`config.mk`:
```
export PLATFORM = sky130hd
export DESIGN_NAME = spi_master_tx
export DESIGN_NICKNAME = d
export VERILOG_FILES = /design/src/rtl/spi_master_tx.sv
export SDC_FILE = /design/constraint.sdc
export NUM_CORES = 1
export LEC_CHECK = 0
export ABC_AREA = 0
export CAP_MARGIN = 20
export CORE_MARGIN = 2
export CORE_UTILIZATION = 35
export CTS_BUF_LIST = sky130_fd_sc_hd__clkbuf_16
export DETAILED_ROUTE_END_ITERATION = 8
export PLACE_DENSITY = 0.61
export SKIP_LAST_GASP = 1
export SYNTH_ARGS = -nofsm -noshare
export SYNTH_HDL_FRONTEND = slang
export SYNTH_SLANG_ARGS = --single-unit
```
`constraint.sdc`:
```
create_clock -name clk -period 3.2 [get_ports clk]
set_input_delay 0.64 -clock clk [delete_from_list [all_inputs] [get_ports clk]]
set_output_delay 0.64 -clock clk [all_outputs]
set_load 0.03 [all_outputs]
```
`src/rtl/spi_master_tx.sv`:
```
// spi_master_tx
// SPI mode-0 initiator. It accepts a parallel word and a start strobe, drives
// csN/sclk/mosi (MSB first) and returns the word shifted in on miso at the
// end of the transfer.
//
// Parameters:
//   CLKDIV  clk cycles per SCLK half-period (1..255)
//   WIDTH   bits per transfer (2..16)
//
// Ports:
//   clk      system clock, all state changes on posedge
//   reset_n  synchronous active-low reset
//   start    transfer request, honoured only while idle
//   txData   word to send, captured on the accepting edge
//   rxData   last received word, updated together with done
//   busy     high from the cycle after acceptance until the transfer ends
//   done     one-cycle pulse at transfer end
//   csN      chip select, active low
//   sclk     serial clock, idles low
//   mosi     serial data out
//   miso     serial data in (already synchronised)
//
// Build option:
//   SPI_MASTER_LOOPBACK_EN  when defined, the receive shifter takes the
//                           internal mosi bit instead of the miso pin.
module spi_master_tx #(
  parameter int CLKDIV = 4,
  parameter int WIDTH  = 8
) (
  input  logic             clk,
  input  logic             reset_n,
  input  logic             start,
  input  logic [WIDTH-1:0] txData,
  output logic [WIDTH-1:0] rxData,
  output logic             busy,
  output logic             done,
  output logic             csN,
  output logic             sclk,
  output logic             mosi,
  input  logic             miso
);

  localparam int              EW        = $clog2(2 * WIDTH);
  localparam logic [7:0]      DIV_LAST  = 8'(CLKDIV - 1);
  localparam logic [EW-1:0]   EDGE_LAST = EW'(2 * WIDTH - 1);

  typedef enum logic [1:0] {IDLE, SETUP, XFER, HOLD} stateT;

  stateT            state, stateNext;
  logic [WIDTH-1:0] txShift, txShiftNext;
  logic [WIDTH-1:0] rxShift, rxShiftNext;
  logic [7:0]       div, divNext;
  logic [EW-1:0]    edges, edgesNext;
  logic [WIDTH-1:0] rxDataNext;
  logic             busyNext, doneNext, csNNext, sclkNext, mosiNext;
  logic             rxIn;

`ifdef SPI_MASTER_LOOPBACK_EN
  // Loopback: the bit currently on the line is what gets captured.
  assign rxIn = mosi;
`else
  assign rxIn = miso;
`endif

  always_ff @(posedge clk) begin
    if (!reset_n) begin
      state   <= IDLE;
      txShift <= '0;
      rxShift <= '0;
      div     <= '0;
      edges   <= '0;
      rxData  <= '0;
      busy    <= 1'b0;
      done    <= 1'b0;
      csN     <= 1'b1;
      sclk    <= 1'b0;
      mosi    <= 1'b0;
    end else begin
      state   <= stateNext;
      txShift <= txShiftNext;
      rxShift <= rxShiftNext;
      div     <= divNext;
      edges   <= edgesNext;
      rxData  <= rxDataNext;
      busy    <= busyNext;
      done    <= doneNext;
      csN     <= csNNext;
      sclk    <= sclkNext;
      mosi    <= mosiNext;
    end
  end

  always_comb begin
    stateNext   = state;
    txShiftNext = txShift;
    rxShiftNext = rxShift;
    divNext     = div;
    edgesNext   = edges;
    rxDataNext  = rxData;
    busyNext    = busy;
    doneNext    = 1'b0;
    csNNext     = csN;
    sclkNext    = sclk;
    mosiNext    = mosi;

    unique case (state)
      IDLE: begin
        csNNext  = 1'b1;
        sclkNext = 1'b0;
        mosiNext = 1'b0;
        busyNext = 1'b0;
        if (start) begin
          txShiftNext = txData;
          rxShiftNext = '0;
          divNext     = '0;
          edgesNext   = '0;
          stateNext   = SETUP;
        end
      end

      SETUP: begin
        if (csN) begin
          // First SETUP cycle: pins go active while the divider holds at 0,
          // so the full CLKDIV setup time is measured from csN falling.
          csNNext  = 1'b0;
          busyNext = 1'b1;
          mosiNext = txShift[WIDTH-1];
          divNext  = '0;
        end else if (div == DIV_LAST) begin
          divNext     = '0;
          sclkNext    = 1'b1;
          rxShiftNext = {rxShift[WIDTH-2:0], rxIn};
          edgesNext   = EW'(1);
          stateNext   = XFER;
        end else begin
          divNext = div + 8'd1;
        end
      end

      XFER: begin
        if (div == DIV_LAST) begin
          divNext   = '0;
          edgesNext = edges + EW'(1);
          if (!sclk) begin
            sclkNext    = 1'b1;
            rxShiftNext = {rxShift[WIDTH-2:0], rxIn};
          end else begin
            sclkNext = 1'b0;
            if (edges == EDGE_LAST) begin
              // Last falling edge: keep the final bit on mosi through HOLD.
              edgesNext = '0;
              stateNext = HOLD;
            end else begin
              txShiftNext = {txShift[WIDTH-2:0], 1'b0};
              mosiNext    = txShift[WIDTH-2];
            end
          end
        end else begin
          divNext = div + 8'd1;
        end
      end

      HOLD: begin
        sclkNext = 1'b0;
        if (div == DIV_LAST) begin
          divNext    = '0;
          rxDataNext = rxShift;
          doneNext   = 1'b1;
          csNNext    = 1'b1;
          busyNext   = 1'b0;
          mosiNext   = 1'b0;
          stateNext  = IDLE;
        end else begin
          divNext = div + 8'd1;
        end
      end

      default: stateNext = IDLE;
    endcase
  end

endmodule

```
==> reports/results.ini <==
[run_status]
status=finished, final reports clean

[clock_network]
root_buffer=clkbuf_16
worstSkewPairLatency_ns=0.28
cts_max_level=2
clk_path_buf_depth=2
post_cts_resized=0
worst_setup_hold_path_clk_slew_ns=0.06
cts_buffers=5
cts.sinks=43
cts_hold_buf=0
postCtsSetupRepairBufs=0
cts_tree=yes

[job]
cap_violations=0

[finish]
layout.nets=278
mostFrequentLayoutCells=dfxtp_1, nand2_1, clkdlybuf4s50_1
antennaDiodeCount=0
seqCellArea_um2=861
drive_gt1_share_pct=5.41
syn_to_final_growth_pct=20.8
final_common_cell=dfxtp_1
num-fill-cells=610
multiInputGateArea_mm2=0.00113

[power]
peakVddDrop_mv=0.272
p_per_area_mw_per_mm2=724
p_leak_uw=0.000886

[sta]
slew_viol_final=0
skew_ns=0.00447
maxSlewHeadroom_pct=52.5
rsz0062_at_grt=false
worst_slack_ns=0.522
whs_ns=0.452
hold_viol=0
fin_crit_sh_pct=83.7
period_needed_ns=2.68
max_freq_mhz=373
finalSetupTns_ns=0
setup_viol=0
tightest_slew_ns=0.711

[synthesis]
syn_nets=258
synth_edf_count=0
ys_seq_area_share_pct=41.6
synth_cells=238
synth_seq_cells=43
synth_ff_type=dfxtp_1
syn_area_per_cell_um2=8.70
syn_area_mm2=0.00207
async_flop_share_pct=0
ys_types=37
ys_warn_count=0

[worst_setup_path]
required_ns=3.37
cp_max_fo=9
reg2regPathDepth=6
rr_startpoint=div[0]
cp-end-kind=flop
reg2reg_setup_slack_ns=0.52
path_class=reg2reg
regToRegEndpoint=rxShift[7]
crit_start=div[0]
arrival_ns=2.85
cp-start-kind=flop

[global_routing]
met3_usage_pct=4.78
grt_busiest_layer=met2
grt_pass1_wl_um=6980
grt_pass1_vias=1494
grt.overflow.total=0
met1_usage_pct=18.8
grt_usage_pct=13.9
grt_max_degree=26
antenna_found_initial=0
grt_use_met2_pct=20.2

[drt]
first_pass_iters=4
avgViaCountPerCell=5.09
drtIter0Drc=106
vias=1699
wl_per_cell_um=12.6
drc_errors=0
final_antenna_net_count=0
wirelength_um=4220

[worst_hold_path]
min_from=rxData[5]
whs_endpoint=rxData[5]
hold_depth=2
hp-class=reg2reg

[place]
place.gp.congestion=0.793
io_buffers=24
dpl.hpwl_um=2870
pre_cts_ws_ns=0.534

[floorplan]
dieArea_mm2=0.00655
start_util_pct=35.6
die_w_um=80.9
fp.coreArea_mm2=0.00582
die_height_um=80.9
row_count=28
pin_count=25

[registers in the layout (all words and copies together) (netlist names)]
register	count
edges	4
csN	1
rxShift	8
mosi	1
div	8
done	1
sclk	1
state	2
txShift	8
busy	1
rxData	8
[cells in the mapped netlist (all sizes together), types with 2 or more instances]
library cell	count	area, µm²
dfxtp	43	861
nand3	21	105
buf	3	22.5
nand2	34	135
nor4	3	25.0
a21oi	20	100
mux2i	19	190
and3	2	12.5
nor3b	2	15.0
clkbuf	11	41.3
nand2b	5	31.3
nand4	7	43.8
xor2	6	52.6
a211oi	8	60.1
ha	8	100
o21ai	4	20.0
nor2b	4	25.0
nor2	20	75.1
inv	5	18.8
[cell families after synthesis]
family | synth area share (%)
buffers and inverters | 3.99
multiplexers | 9.18
adder cells (fa/ha/maj) | 4.83
AO/OA/AOI/OAI | 13.3
AND/OR/NAND/NOR | 24.2
flip-flops | 41.6
XOR/XNOR | 2.96
[cell type report]
cell class,instances,share of cell area (%)
Multi-Input combinational cell,176,45.1
Sequential cell,43,34.4
Timing Repair Buffer,27,10.5
Clock buffer,5,5.00
Tap cell,75,3.75
Inverter,5,0.750
Clock inverter,3,0.500
[metal layers]
metal / wire length (µm) / part of all wire [%]
met1: 2050 / 48
met5: 0 / 0
met4: 98 / 2.3
met3: 277 / 6.6
met2: 1800 / 43
[worst max path at each step]
| stage | end | depth (start not counted) |
|---|---|---|
| after floorplan | edges[3] | 7 |
| after global placement | rxShift[7] | 6 |
| after detailed placement | rxShift[4] | 6 |
| after CTS | rxShift[4] | 6 |
| after global routing | rxShift[0] | 6 |
| final | rxShift[7] | 6 |
[critical path, cell delays in order (launching register included)]
cell      delay, ns
dfxtp_1        0.40
ha_1           0.22
or4b_4         0.48
or4_1          0.64
a221oi_4       0.48
nand2_4        0.18
mux2i_1        0.16
[stage by stage]
stage | power [µW] | std cells | cell area [µm²] | utilization [%]
after floorplan | 1200 | 238 | 2070 | -
after global placement | 1340 | 326 | 2360 | 40.6
after detailed placement | 1350 | 326 | 2360 | 40.6
after CTS | 1830 | 334 | 2500 | 43.0
after global routing | 1930 | 334 | 2500 | 43.0
final | 1810 | 334 | 2500 | 43.0
[power by group]
part	switching (µW)	total, µW	internal, µW
registers	56.8	664	607
logic	394	669	275
clock network	197	478	282
(Power assumes the default switching activity.)
